--- src/rtl/fetch_stage.sv ---
// Instruction fetch stage with IF/ID register and a 1-entry hold buffer for stalled responses.
// Optional FETCH_PERF_EN adds perf_fetch_cnt / perf_stall_cnt counters.
module fetch_stage #(
  parameter logic [31:0] RESET_PC = 32'h0000_0000
) (
  input  logic        clk,
  input  logic        reset,
  output logic        imem_req_valid,
  input  logic        imem_req_ready,
  output logic [31:0] imem_req_addr,
  input  logic        imem_rsp_valid,
  input  logic [31:0] imem_rsp_data,
  input  logic        redirect_valid,
  input  logic [31:0] redirect_pc,
  input  logic        stall_d,
  input  logic        flush_d,
  output logic        valid_d,
  output logic [31:0] instr_d,
  output logic [31:0] pc_d,
  output logic [31:0] pcplus4_d
`ifdef FETCH_PERF_EN
  ,
  output logic [31:0] perf_fetch_cnt,
  output logic [31:0] perf_stall_cnt
`endif
);

  localparam logic [31:0] NOP = 32'h0000_0013;

  typedef enum logic {S_REQ, S_WAIT} state_e;

  state_e      state_q, state_d;
  logic [31:0] pc_f_q, pc_f_d;
  logic [31:0] req_pc_q, req_pc_d;
  logic        kill_q, kill_d;
  logic        hold_full_q, hold_full_d;
  logic [31:0] hold_data_q, hold_data_d;
  logic [31:0] hold_pc_q, hold_pc_d;
  logic        valid_d_q, valid_d_d;
  logic [31:0] instr_d_q, instr_d_d;
  logic [31:0] pc_d_q, pc_d_d;
  logic [31:0] pcplus4_d_q, pcplus4_d_d;

  logic        fire;
  logic        rsp_acc;
  logic        load;
  logic [31:0] load_data;
  logic [31:0] load_pc;

  always_comb begin
    state_d     = state_q;
    pc_f_d      = pc_f_q;
    req_pc_d    = req_pc_q;
    kill_d      = kill_q;
    hold_full_d = hold_full_q;
    hold_data_d = hold_data_q;
    hold_pc_d   = hold_pc_q;
    valid_d_d   = valid_d_q;
    instr_d_d   = instr_d_q;
    pc_d_d      = pc_d_q;
    pcplus4_d_d = pcplus4_d_q;
    load        = 1'b0;
    load_data   = imem_rsp_data;
    load_pc     = req_pc_q;

    imem_req_valid = (state_q == S_REQ) & ~hold_full_q & ~redirect_valid;
    fire           = imem_req_valid & imem_req_ready;
    rsp_acc        = (state_q == S_WAIT) & imem_rsp_valid;

    if (redirect_valid) begin
      pc_f_d      = redirect_pc & ~32'h3;
      valid_d_d   = 1'b0;
      instr_d_d   = NOP;
      hold_full_d = 1'b0;
      if (state_q == S_WAIT) begin
        if (imem_rsp_valid) begin
          state_d = S_REQ;
          kill_d  = 1'b0;
        end else begin
          kill_d  = 1'b1;
        end
      end
    end else begin
      if (fire) begin
        req_pc_d = pc_f_q;
        pc_f_d   = pc_f_q + 32'd4;
        state_d  = S_WAIT;
      end
      if (rsp_acc) state_d = S_REQ;

      // Decode consumes IF/ID whenever it is not stalling; a bubble is the default refill.
      if (flush_d | ~stall_d) begin
        valid_d_d = 1'b0;
        instr_d_d = NOP;
      end
      if (flush_d) hold_full_d = 1'b0;

      if (rsp_acc) begin
        if (kill_q) begin
          kill_d = 1'b0;
        end else if (flush_d | ~valid_d_q | ~stall_d) begin
          load = 1'b1;
        end else begin
          hold_full_d = 1'b1;
          hold_data_d = imem_rsp_data;
          hold_pc_d   = req_pc_q;
        end
      end else if (~flush_d & hold_full_q & ~stall_d) begin
        load        = 1'b1;
        load_data   = hold_data_q;
        load_pc     = hold_pc_q;
        hold_full_d = 1'b0;
      end

      if (load) begin
        valid_d_d   = 1'b1;
        instr_d_d   = load_data;
        pc_d_d      = load_pc;
        pcplus4_d_d = load_pc + 32'd4;
      end
    end
  end

  always_ff @(posedge clk) begin
    if (reset) begin
      state_q     <= S_REQ;
      pc_f_q      <= RESET_PC;
      req_pc_q    <= '0;
      kill_q      <= 1'b0;
      hold_full_q <= 1'b0;
      hold_data_q <= '0;
      hold_pc_q   <= '0;
      valid_d_q   <= 1'b0;
      instr_d_q   <= NOP;
      pc_d_q      <= '0;
      pcplus4_d_q <= '0;
    end else begin
      state_q     <= state_d;
      pc_f_q      <= pc_f_d;
      req_pc_q    <= req_pc_d;
      kill_q      <= kill_d;
      hold_full_q <= hold_full_d;
      hold_data_q <= hold_data_d;
      hold_pc_q   <= hold_pc_d;
      valid_d_q   <= valid_d_d;
      instr_d_q   <= instr_d_d;
      pc_d_q      <= pc_d_d;
      pcplus4_d_q <= pcplus4_d_d;
    end
  end

  assign imem_req_addr = pc_f_q;
  assign valid_d       = valid_d_q;
  assign instr_d       = instr_d_q;
  assign pc_d          = pc_d_q;
  assign pcplus4_d     = pcplus4_d_q;

`ifdef FETCH_PERF_EN
  logic [31:0] perf_fetch_q, perf_fetch_d;
  logic [31:0] perf_stall_q, perf_stall_d;

  always_comb begin
    perf_fetch_d = perf_fetch_q + {31'd0, load};
    perf_stall_d = perf_stall_q + {31'd0, stall_d & valid_d_q};
  end

  always_ff @(posedge clk) begin
    if (reset) begin
      perf_fetch_q <= '0;
      perf_stall_q <= '0;
    end else begin
      perf_fetch_q <= perf_fetch_d;
      perf_stall_q <= perf_stall_d;
    end
  end

  assign perf_fetch_cnt = perf_fetch_q;
  assign perf_stall_cnt = perf_stall_q;
`endif

endmodule

--- config.mk ---
export PLATFORM = sky130hd
export DESIGN_NAME = fetch_stage
export DESIGN_NICKNAME = d
export VERILOG_FILES = /design/src/rtl/fetch_stage.sv
export SDC_FILE = /design/constraint.sdc
export NUM_CORES = 1
export LEC_CHECK = 0
export CORE_MARGIN = 3
export CORE_UTILIZATION = 45
export CTS_CLUSTER_SIZE = 14
export DETAILED_ROUTE_END_ITERATION = 6
export DONT_BUFFER_PORTS = 1
export SLEW_MARGIN = 20
export SYNTH_ARGS = -nofsm -noshare
export SYNTH_HDL_FRONTEND = slang
export SYNTH_SLANG_ARGS = --single-unit
export TNS_END_PERCENT = 5
--- constraint.sdc ---
create_clock -name clk -period 5.7 [get_ports clk]
set_input_delay 1.14 -clock clk [delete_from_list [all_inputs] [get_ports clk]]
set_output_delay 1.14 -clock clk [all_outputs]
set_load 0.01 [all_outputs]
==> out/qor.csv, run 1 <==
metric,value,unit
hp-class,reg2reg,
clock_path_buffers,3,
synth_fa_ha_area_share,0.249,%
place_hpwl,19200,um
pwr_density_cell,298,nW/um^2
yosys_most_used_dff,dfxtp_1,
synth_compound_area_share,18.9,%
synthArstFlopShare,0,%
crit_slowest_cell,a21oi_2,
drive_gt1_share,5.79,%
portBuffers,0,
layout.cells.non_filler,1552,
track_usage,23.1,%
slowest_delay,620,ps
area_delta_synth_final,7.98,%
antenna_cells,0,
cts_tree,done,
vias_per_cell,5.80,
finalSetupTns,0,ps
synth-seq-cells,218,
reg2reg_slack,2190,ps
io_pins,201,
vias,9001,
path_clk_slew,60,ps
postSynthAreaPerCell,7.59,um^2
gp_congestion,0.930,
first_pass_iters,5,
ctsResizeCount,0,
antenna_found_initial,0,
grt_setup_unrepaired,no,
tightest_slew,1070,ps
clock-sinks,218,
cp_max_fo,14,
synth_top_family_by_area,simple AND/OR/NAND/NOR gates,
cts_hold_buf,0,
met1_length,13900,um
slew_headroom,28.3,%
yosys.area_share.simple,26.8,%
drt-total-wl,28900,um
ctsRootBufferMaster,clkbuf_16,
drv_cap,0,
synthMuxAreaShare,3.83,%
timing.fmax,273,MHz
fp.dieH,155,um
slew_viol_final,0,
wl_per_cell,18.6,um
top_layer_used,met4,
worst_ep_required_time,6120,ps
ys.warnings.count,0,
coreArea,21500,um^2
setup_viol_count_final,0,
layout_common_cells,"nand2_1 (330), dfxtp_1 (218), a21oi_1 (199)",
dpl_worst_slack,1570,ps
placedCellCount,1512,
finalCriticalPeriod,3660,ps
final_common_cell,nand2_1,
nets,1337,
overflow,0,
start_util,46.7,%
synth.cell_area,10000,um^2
fin_ws,2040,ps
route.detailed.drc,0,
drt_iter0_markers,824,
synth_edf_count,0,
grt_pass1_wl,46100,um
die_area,24100,um^2
crit_type,in2reg,
cp_top_family,compound AO/OA/AOI/OAI gates,
fin_crit_sh,64.2,%
grt_max_degree,180,
cp-start-kind,input pin,
cts-buffers-inserted,25,
path_buf_inv,0,
htreeDepth,1,
hold_violations,0,
die_w,155,um
dr_wl_met2,11700,um
post_cts_buffers,0,
synthXorXnorAreaFrac,2.18,%
vdd_drop_max,0.200,mV
syn_inst,1322,
grt_pass1_vias,8215,
ant_nets,0,
leakagePower,3.73,nW
status,"finished, final reports clean",
finClkSkew,21.4,ps
cp.arrival,4080,ps
rows,53,
clk_latency,530,ps
path_cells,a21oi_2 > nand2_4 > mux2_2 > ha_1 > and3_1 > a21boi_0 > nor2_1 > or4_1 > o311ai_1,
total_power,3.23,mW
wl_met3,2690,um
synth_cell_types,66,
ys_seq_area_share,43.5,%
end_kind,register,
==> per-layer routing <==
layer | up-vias | global-route usage (%)
met5 | - | 0
li1 | 4463 | -
met2 | 336 | 32.4
met4 | 0 | 5.67
met1 | 4156 | 35.3
met3 | 46 | 5.81
==> flip-flops by register name, indices dropped and copies added, names as in the netlist <==
register and flops:
pc_d 30, valid_d 1, kill_q 1, hold_pc_q 30
imem_req_addr 30, hold_full_q 1, instr_d 32, state_q 1
req_pc_q 30, pcplus4_d 30, hold_data_q 32
==> power by group <==
group,total (mW),internal [mW],switching (mW)
sequential,1.60,1.55,0.0483
combinational,0.115,0.0410,0.0737
clock,1.51,0.895,0.618
total,3.23,2.49,0.740
==> synthesized netlist by cell type (3+ instances only) <==
library cell | instances | area share, %
o31ai_1 | 3 | 0.22
xnor2_1 | 11 | 0.96
o2111ai_1 | 4 | 0.35
buf_4 | 7 | 0.52
a211oi_1 | 19 | 1.4
a31oi_1 | 11 | 0.69
and3b_1 | 3 | 0.26
nand2b_1 | 10 | 0.62
mux2_2 | 11 | 1.2
o21ai_0 | 38 | 1.9
nor2_1 | 103 | 3.9
or4_1 | 4 | 0.30
clkbuf_1 | 64 | 2.4
buf_2 | 22 | 1.1
nand2_1 | 331 | 12
mux2i_1 | 26 | 2.6
a21oi_1 | 199 | 9.9
xor2_1 | 14 | 1.2
nand4_1 | 23 | 1.4
buf_1 | 7 | 0.26
nor2b_1 | 4 | 0.25
and2_1 | 4 | 0.25
and3_1 | 24 | 1.5
o211ai_1 | 5 | 0.37
dfxtp_1 | 218 | 44
and4_1 | 9 | 0.79
or2_2 | 4 | 0.25
a311oi_1 | 6 | 0.52
nor3_1 | 23 | 1.1
o22ai_1 | 4 | 0.25
a22oi_1 | 10 | 0.75
nand3_1 | 44 | 2.2
inv_1 | 5 | 0.19
nand3b_1 | 6 | 0.45
nor4_1 | 3 | 0.19
or3_1 | 5 | 0.31
==> final timing paths <==
| check | start | end | cells past startpoint |
|---|---|---|---|
| worst max-delay path | imem_rsp_valid | pcplus4_d[24] | 9 |
| worst min-delay path | hold_data_q[1] | hold_data_q[1] | 2 |
| worst min register to register | hold_data_q[1] | hold_data_q[1] | 2 |
| worst max register to register | state_q | pcplus4_d[24] | 9 |
==> metrics by stage <==
stage	util, %	hold WS [ps]	instance area (um^2)
2_1_floorplan	-	434	10000
3_3_place_gp	46.9	435	10100
3_5_place_dp	46.9	442	10100
4_1_cts	50.4	450	10800
5_1_grt	50.4	472	10800
6_report	50.4	454	10800
==> kinds of logic after synthesis <==
family | Yosys count
muxes | 37
DFF | 218
adders and majority gates | 2
other | 1
and+or+nand+nor | 607
AOI/OAI and AO/OA | 326
xor gates and xnor gates | 25
buffers and inverters | 106
==> tightest hold or removal path, cell delays in order (launching register included) <==
cell	delay (ps)
dfxtp_1	310
nand2_1	50
a21oi_1	50
==> final cells by class <==
| class | instances | area, um^2 |
|---|---|---|
| flip-flops and latches | 218 | 4360 |
| fillers | 2177 | 10700 |
| repair buffers | 10 | 75.1 |
| inverters | 6 | 22.5 |
| clock inverters | 7 | 67.6 |
| clock buffers | 33 | 696 |
| well taps | 275 | 344 |
| multi-input cells | 1003 | 5260 |
(Power assumes the default switching activity.)
==> run 2, diff against run 1 <==
==> constraint.sdc (replaced) <==
create_clock -name clk -period 3.8 [get_ports clk]
set_input_delay 0.76 -clock clk [delete_from_list [all_inputs] [get_ports clk]]
set_output_delay 0.76 -clock clk [all_outputs]
set_load 0.01 [all_outputs]
==> run 2 against run 1 <==
Against the previous run: largest power group unchanged; combinational power grew 52%; wire length shrank 0.72%; critical path depth is the same; largest cell class unchanged; cell count grew 0.64%.
==> out/qor.csv, run 2 (synthesized netlist as in run 1, its figures left out) <==
metric,value,unit,change
antenna_found_initial,0,,unchanged
first_pass_iters,5,,unchanged
cp-start-kind,register,,
ctsResizeCount,0,,unchanged
pwr_density_cell,450,nW/um^2,+51%
setup_viol_count_final,0,,unchanged
nets,1342,,+0.37%
fin_crit_sh,75.5,%,
slew_headroom,49.9,%,+22 points
timing.fmax,349,MHz,
drt-total-wl,28700,um,-0.72%
start_util,46.7,%,unchanged
drv_cap,0,,unchanged
power_frac_seq,48.8,%,-0.8 points
startpoint,hold_full_q,,
portBuffers,0,,unchanged
ctsRootBufferMaster,clkbuf_16,,
route.detailed.drc,0,,unchanged
layout_common_cells,"nand2_1 (330), dfxtp_1 (218), a21oi_1 (199)",,
min_from,reset,,
wl_per_cell,18.4,um,-1.4%
cellInternalPower,3.80,mW,+53%
cts_hold_buf,0,,unchanged
switching_share,22.8,%,-0.17 points
track_usage,22.6,%,-0.46 points
grt_max_degree,180,,unchanged
crit_slowest_cell,a21boi_0,,
finalSetupTns,0,ps,unchanged
vdd_drop_max,0.331,mV,+66%
coreArea,21500,um^2,unchanged
grt_pass1_wl,45300,um,-1.8%
layout.area.seq,4360,um^2,unchanged
io_pins,201,,unchanged
post_cts_buffers,0,,unchanged
cts_tree,done,,
clkPwrFrac,47.7,%,+0.8 points
multi_input_area,5260,um^2,about the same
hp-class,in2reg,,
overflow,0,,unchanged
end_kind,register,,
rows,53,,unchanged
antenna_cells,0,,unchanged
ant_nets,0,,unchanged
clock-sinks,218,,unchanged
finalCriticalPeriod,2870,ps,
clock_path_buffers,3,,unchanged
drt_iter0_markers,819,,-0.61%
status,"finished, final reports clean",,
comb_power_share,3.6,%,about the same
fin_area,10900,um^2,+0.95%
cp_top_family,simple AND/OR/NAND/NOR gates,,
cts-buffers-inserted,25,,unchanged
slew_viol_final,0,,unchanged
slowest_delay,530,ps,-90 ps
worst_ep_required_time,4230,ps,-1890 ps
fin_ws,932,ps,-1110 ps
vias_per_cell,5.73,,-1.2%
path_cells,nor2b_1 > nand2_4 > mux2_2 > ha_1 > and3_1 > a21boi_0 > nor2_1 > or4_1 > o311ai_1,,
cp.arrival,3290,ps,-790 ps
fin_util,50.9,%,+0.48 points
path_clk_slew,60,ps,about the same
grt_setup_unrepaired,no,,
rr_startpoint,hold_full_q,,
tightest_slew,750,ps,-323 ps
drive_gt1_share,6.29,%,+0.50 points
area_delta_synth_final,9.01,%,
fp.dieH,155,um,unchanged
leakagePower,3.78,nW,+1.3%
clk_latency,520,ps,about the same
nFillCells,2141,,-1.7%
p_switching,1.12,mW,+51%
place_hpwl,19500,um,+1.3%
die_w,155,um,unchanged
htreeDepth,1,,unchanged
vias,8952,,-0.54%
dpl-instance-area,10100,um^2,+0.61%
path_buf_inv,0,,unchanged
final_common_cell,nand2_1,,
gp_congestion,0.935,,+0.51%
placedCellCount,1517,,+0.33%
total_power,4.92,mW,+52%
dpl_worst_slack,650,ps,-921 ps
timing.hold.ws,318,ps,-136 ps
finClkSkew,21.2,ps,-0.214 ps
grt_pass1_vias,8123,,-1.1%
layout.cells.non_filler,1562,,+0.64%
hold_violations,0,,unchanged
cp_max_fo,5,,-9
die_area,24100,um^2,unchanged
crit_type,reg2reg,,
[run 2: power groups by stage]
stage	logic, mW	registers (mW)	clock network, mW
after floorplan	0.176	2.42	0
after global placement	0.171	2.45	0
after detailed placement	0.174	2.45	0
after CTS	0.175	2.40	2.40
after global routing	0.200	2.41	2.49
final	0.175	2.40	2.34
[run 2: worst reg2reg max path: stages (launching register included)]
cell	delay, ps
dfxtp_1	390
nor2b_1	280
nand2_4	90
mux2_2	240
ha_1	210
and3_1	220
a21boi_0	530
nor2_1	250
or4_1	510
o311ai_1	80
[run 2: path summary, 6_finish.rpt]
path | to | slack [ps] | cells past startpoint
max | pcplus4_d[24] | 930 | 9
min | pcplus4_d[2] | 320 | 1
max reg2reg | pcplus4_d[24] | 930 | 9
min reg2reg | hold_pc_q[31] | 450 | 2
[run 2: cell type report]
cell class	instances	share of cell area (%)
multi-input cells	1003	48.1
flip-flops and latches	218	39.9
clock buffers	34	6.31
well taps	275	3.15
repair buffers	15	1.26
clock inverters	11	1.05
inverters	6	0.206
[run 2: per-layer routing]
layer | track usage, % | vias up | wire length [um]
met5 | 0 | - | 0
met3 | 6.62 | 24 | 2800
li1 | - | 4484 | -
met1 | 34.4 | 4121 | 13800
met4 | 4.09 | 0 | 374
met2 | 32.1 | 323 | 11700
==> run 3, diff against run 2 <==
==> constraint.sdc (replaced) <==
create_clock -name clk -period 2.52 [get_ports clk]
set_input_delay 0.504 -clock clk [delete_from_list [all_inputs] [get_ports clk]]
set_output_delay 0.504 -clock clk [all_outputs]
set_load 0.01 [all_outputs]
==> run 3 against run 2 <==
Against the previous run: clock-buffer cell count is 3 higher; critical path type unchanged; setup slack worse by 740 ps; critical endpoint is now pcplus4_d[18]; highest routed layer unchanged; sequential power is 50% higher; clock power is 47% higher; sequential share of layout area is 1.9 points lower; largest power group unchanged; global-route usage is 0.97 points higher.
==> out/qor.csv, run 3 (synthesized netlist as in run 1, its figures left out) <==
metric,value,unit,change
start_util,46.7,%,unchanged
cp.arrival,2770,ps,-520 ps
finalCriticalPeriod,2330,ps,-543 ps
grt_max_degree,180,,unchanged
area_delta_synth_final,14.4,%,
cp_max_fo,5,,unchanged
antenna_found_initial,0,,unchanged
vdd_drop_max,0.392,mV,+18%
slew_headroom,56.0,%,+6.1 points
overflow,0,,unchanged
route.detailed.drc,0,,unchanged
clock-sinks,218,,unchanged
crit_type,reg2reg,,
antenna_cells,0,,unchanged
nets,1411,,+5.1%
timing.fmax,430,MHz,+23%
dpl_worst_slack,-141,ps,-791 ps
finClkSkew,18.5,ps,-2.61 ps
fin_area,11500,um^2,+5.0%
gp_congestion,0.943,,+0.87%
grt_pass1_vias,8554,,+5.3%
total_power,7.35,mW,+50%
dpl-instance-area,10700,um^2,+5.3%
first_pass_iters,6,,+1
drt_iter0_markers,953,,+16%
wl_per_cell,18.2,um,-0.91%
drt-total-wl,29600,um,+3.3%
clock_path_buffers,3,,unchanged
cts_tree,done,,
pwr_density_cell,641,nW/um^2,+42%
nFillCells,2131,,-0.47%
hp-class,in2reg,,
end_kind,register,,
grt_setup_unrepaired,no,,
drv_cap,0,,unchanged
htreeDepth,1,,unchanged
startpoint,state_q,,
leakagePower,4.09,nW,+8.1%
status,"finished, final reports clean",,
setup_viol_count_final,0,,unchanged
min_from,reset,,
clk_latency,520,ps,about the same
cp-start-kind,register,,
worst_ep_required_time,2970,ps,-1260 ps
track_usage,23.6,%,+0.97 points
final_common_cell,nand2_1,,
drive_gt1_share,11.5,%,+5.2 points
tightest_slew,660,ps,-90.4 ps
path_clk_slew,60,ps,about the same
vias,9237,,+3.2%
coreArea,21500,um^2,unchanged
die_area,24100,um^2,unchanged
timing.hold.ws,55.8,ps,-262 ps
fp.dieH,155,um,unchanged
rr_startpoint,state_q,,
place_hpwl,20500,um,+5.3%
die_w,155,um,unchanged
fin_ws,195,ps,-737 ps
rows,53,,unchanged
fin_util,53.4,%,+2.5 points
io_pins,201,,unchanged
reg2reg_slack,190,ps,-740 ps
ctsRootBufferMaster,clkbuf_16,,
hold_violations,0,,unchanged
ant_nets,0,,unchanged
r2r-end,pcplus4_d[18],,
vias_per_cell,5.67,,-1.0%
slew_viol_final,0,,unchanged
cts-buffers-inserted,25,,unchanged
fin_crit_sh,92.3,%,+17 points
portBuffers,0,,unchanged
cts_hold_buf,0,,unchanged
setup.worst_path.end,pcplus4_d[18],,
layout_common_cells,"nand2_1 (330), dfxtp_1 (218), a21oi_1 (199)",,
ff2ff_path_depth,10,,+1
grt_pass1_wl,47200,um,+4.2%
-- run 3: cell types whose count changed in the layout (fill, tap and decap cells not counted), moves of 2 or more --
| cell | previous run | this run |
|---|---|---|
| buf_4 | 13 | 82 |
| clkbuf_8 | 3 | 5 |
| and3_4 | 0 | 2 |
| and3_1 | 24 | 22 |
| clkinv_2 | 6 | 3 |
-- run 3: repair_timing --
action                     in CTS  in global routing
pin swaps                       0                  1
setup buffers                   0                  0
setup endpoints to repair       2                  9
gates resized for setup         2                  6
-- run 3: where the power goes --
| part | switching, mW | leakage, nW | internal, mW | total, mW |
|---|---|---|---|---|
| combinational | 0.197 | 1.95 | 0.129 | 0.325 |
| clock | 1.37 | 0.378 | 2.06 | 3.43 |
| sequential | 0.0879 | 1.76 | 3.51 | 3.59 |
-- run 3: area by class of cell --
type,count,area (um^2),share of cell area [%]
clock buffer,37,721,6.28
clock inverter,5,52.6,0.458
inverter,6,22.5,0.196
multi-input combinational,1003,5320,46.3
sequential,218,4360,38.0
tap,275,344,3.00
timing repair buffer,84,656,5.71
-- run 3: per-layer routing --
layer / part of all wire (%) / GRT usage [%]
met3: 9.7 / 6.45
met1: 46 / 35.4
met2: 43 / 34.6
met4: 1.3 / 3.79
met5: 0 / 0
-- run 3: how the worst min path moves through the flow --
| stage | end | slack [ps] | cells after the start |
|---|---|---|---|
| detailed placement | hold_data_q[12] | 440 | 2 |
| CTS | pcplus4_d[2] | 50 | 1 |
| finish | pcplus4_d[2] | 60 | 1 |
| floorplan | hold_pc_q[31] | 430 | 2 |
| global route | pc_d[2] | 40 | 1 |
| global placement | hold_data_q[4] | 440 | 2 |
-- run 3: metrics by stage --
| step | setup TNS, ps | instances |
|---|---|---|
| after floorplan | -458 | 1327 |
| after global placement | -254 | 1586 |
| after detailed placement | -539 | 1586 |
| after CTS | 0 | 1628 |
| after global routing | 0 | 1628 |
| final | 0 | 1628 |
-- run 3: worst max-delay path, cell delays in order, from the launching register on --
cell and delay [ps]:
dfxtp_1 330, a21oi_2 200, nand2_4 90, mux2_4 320, ha_4 170, and3_4 180, and3_1 240, nor2_1 350
a21oi_1 90, xor2_1 150, o21ai_0 150
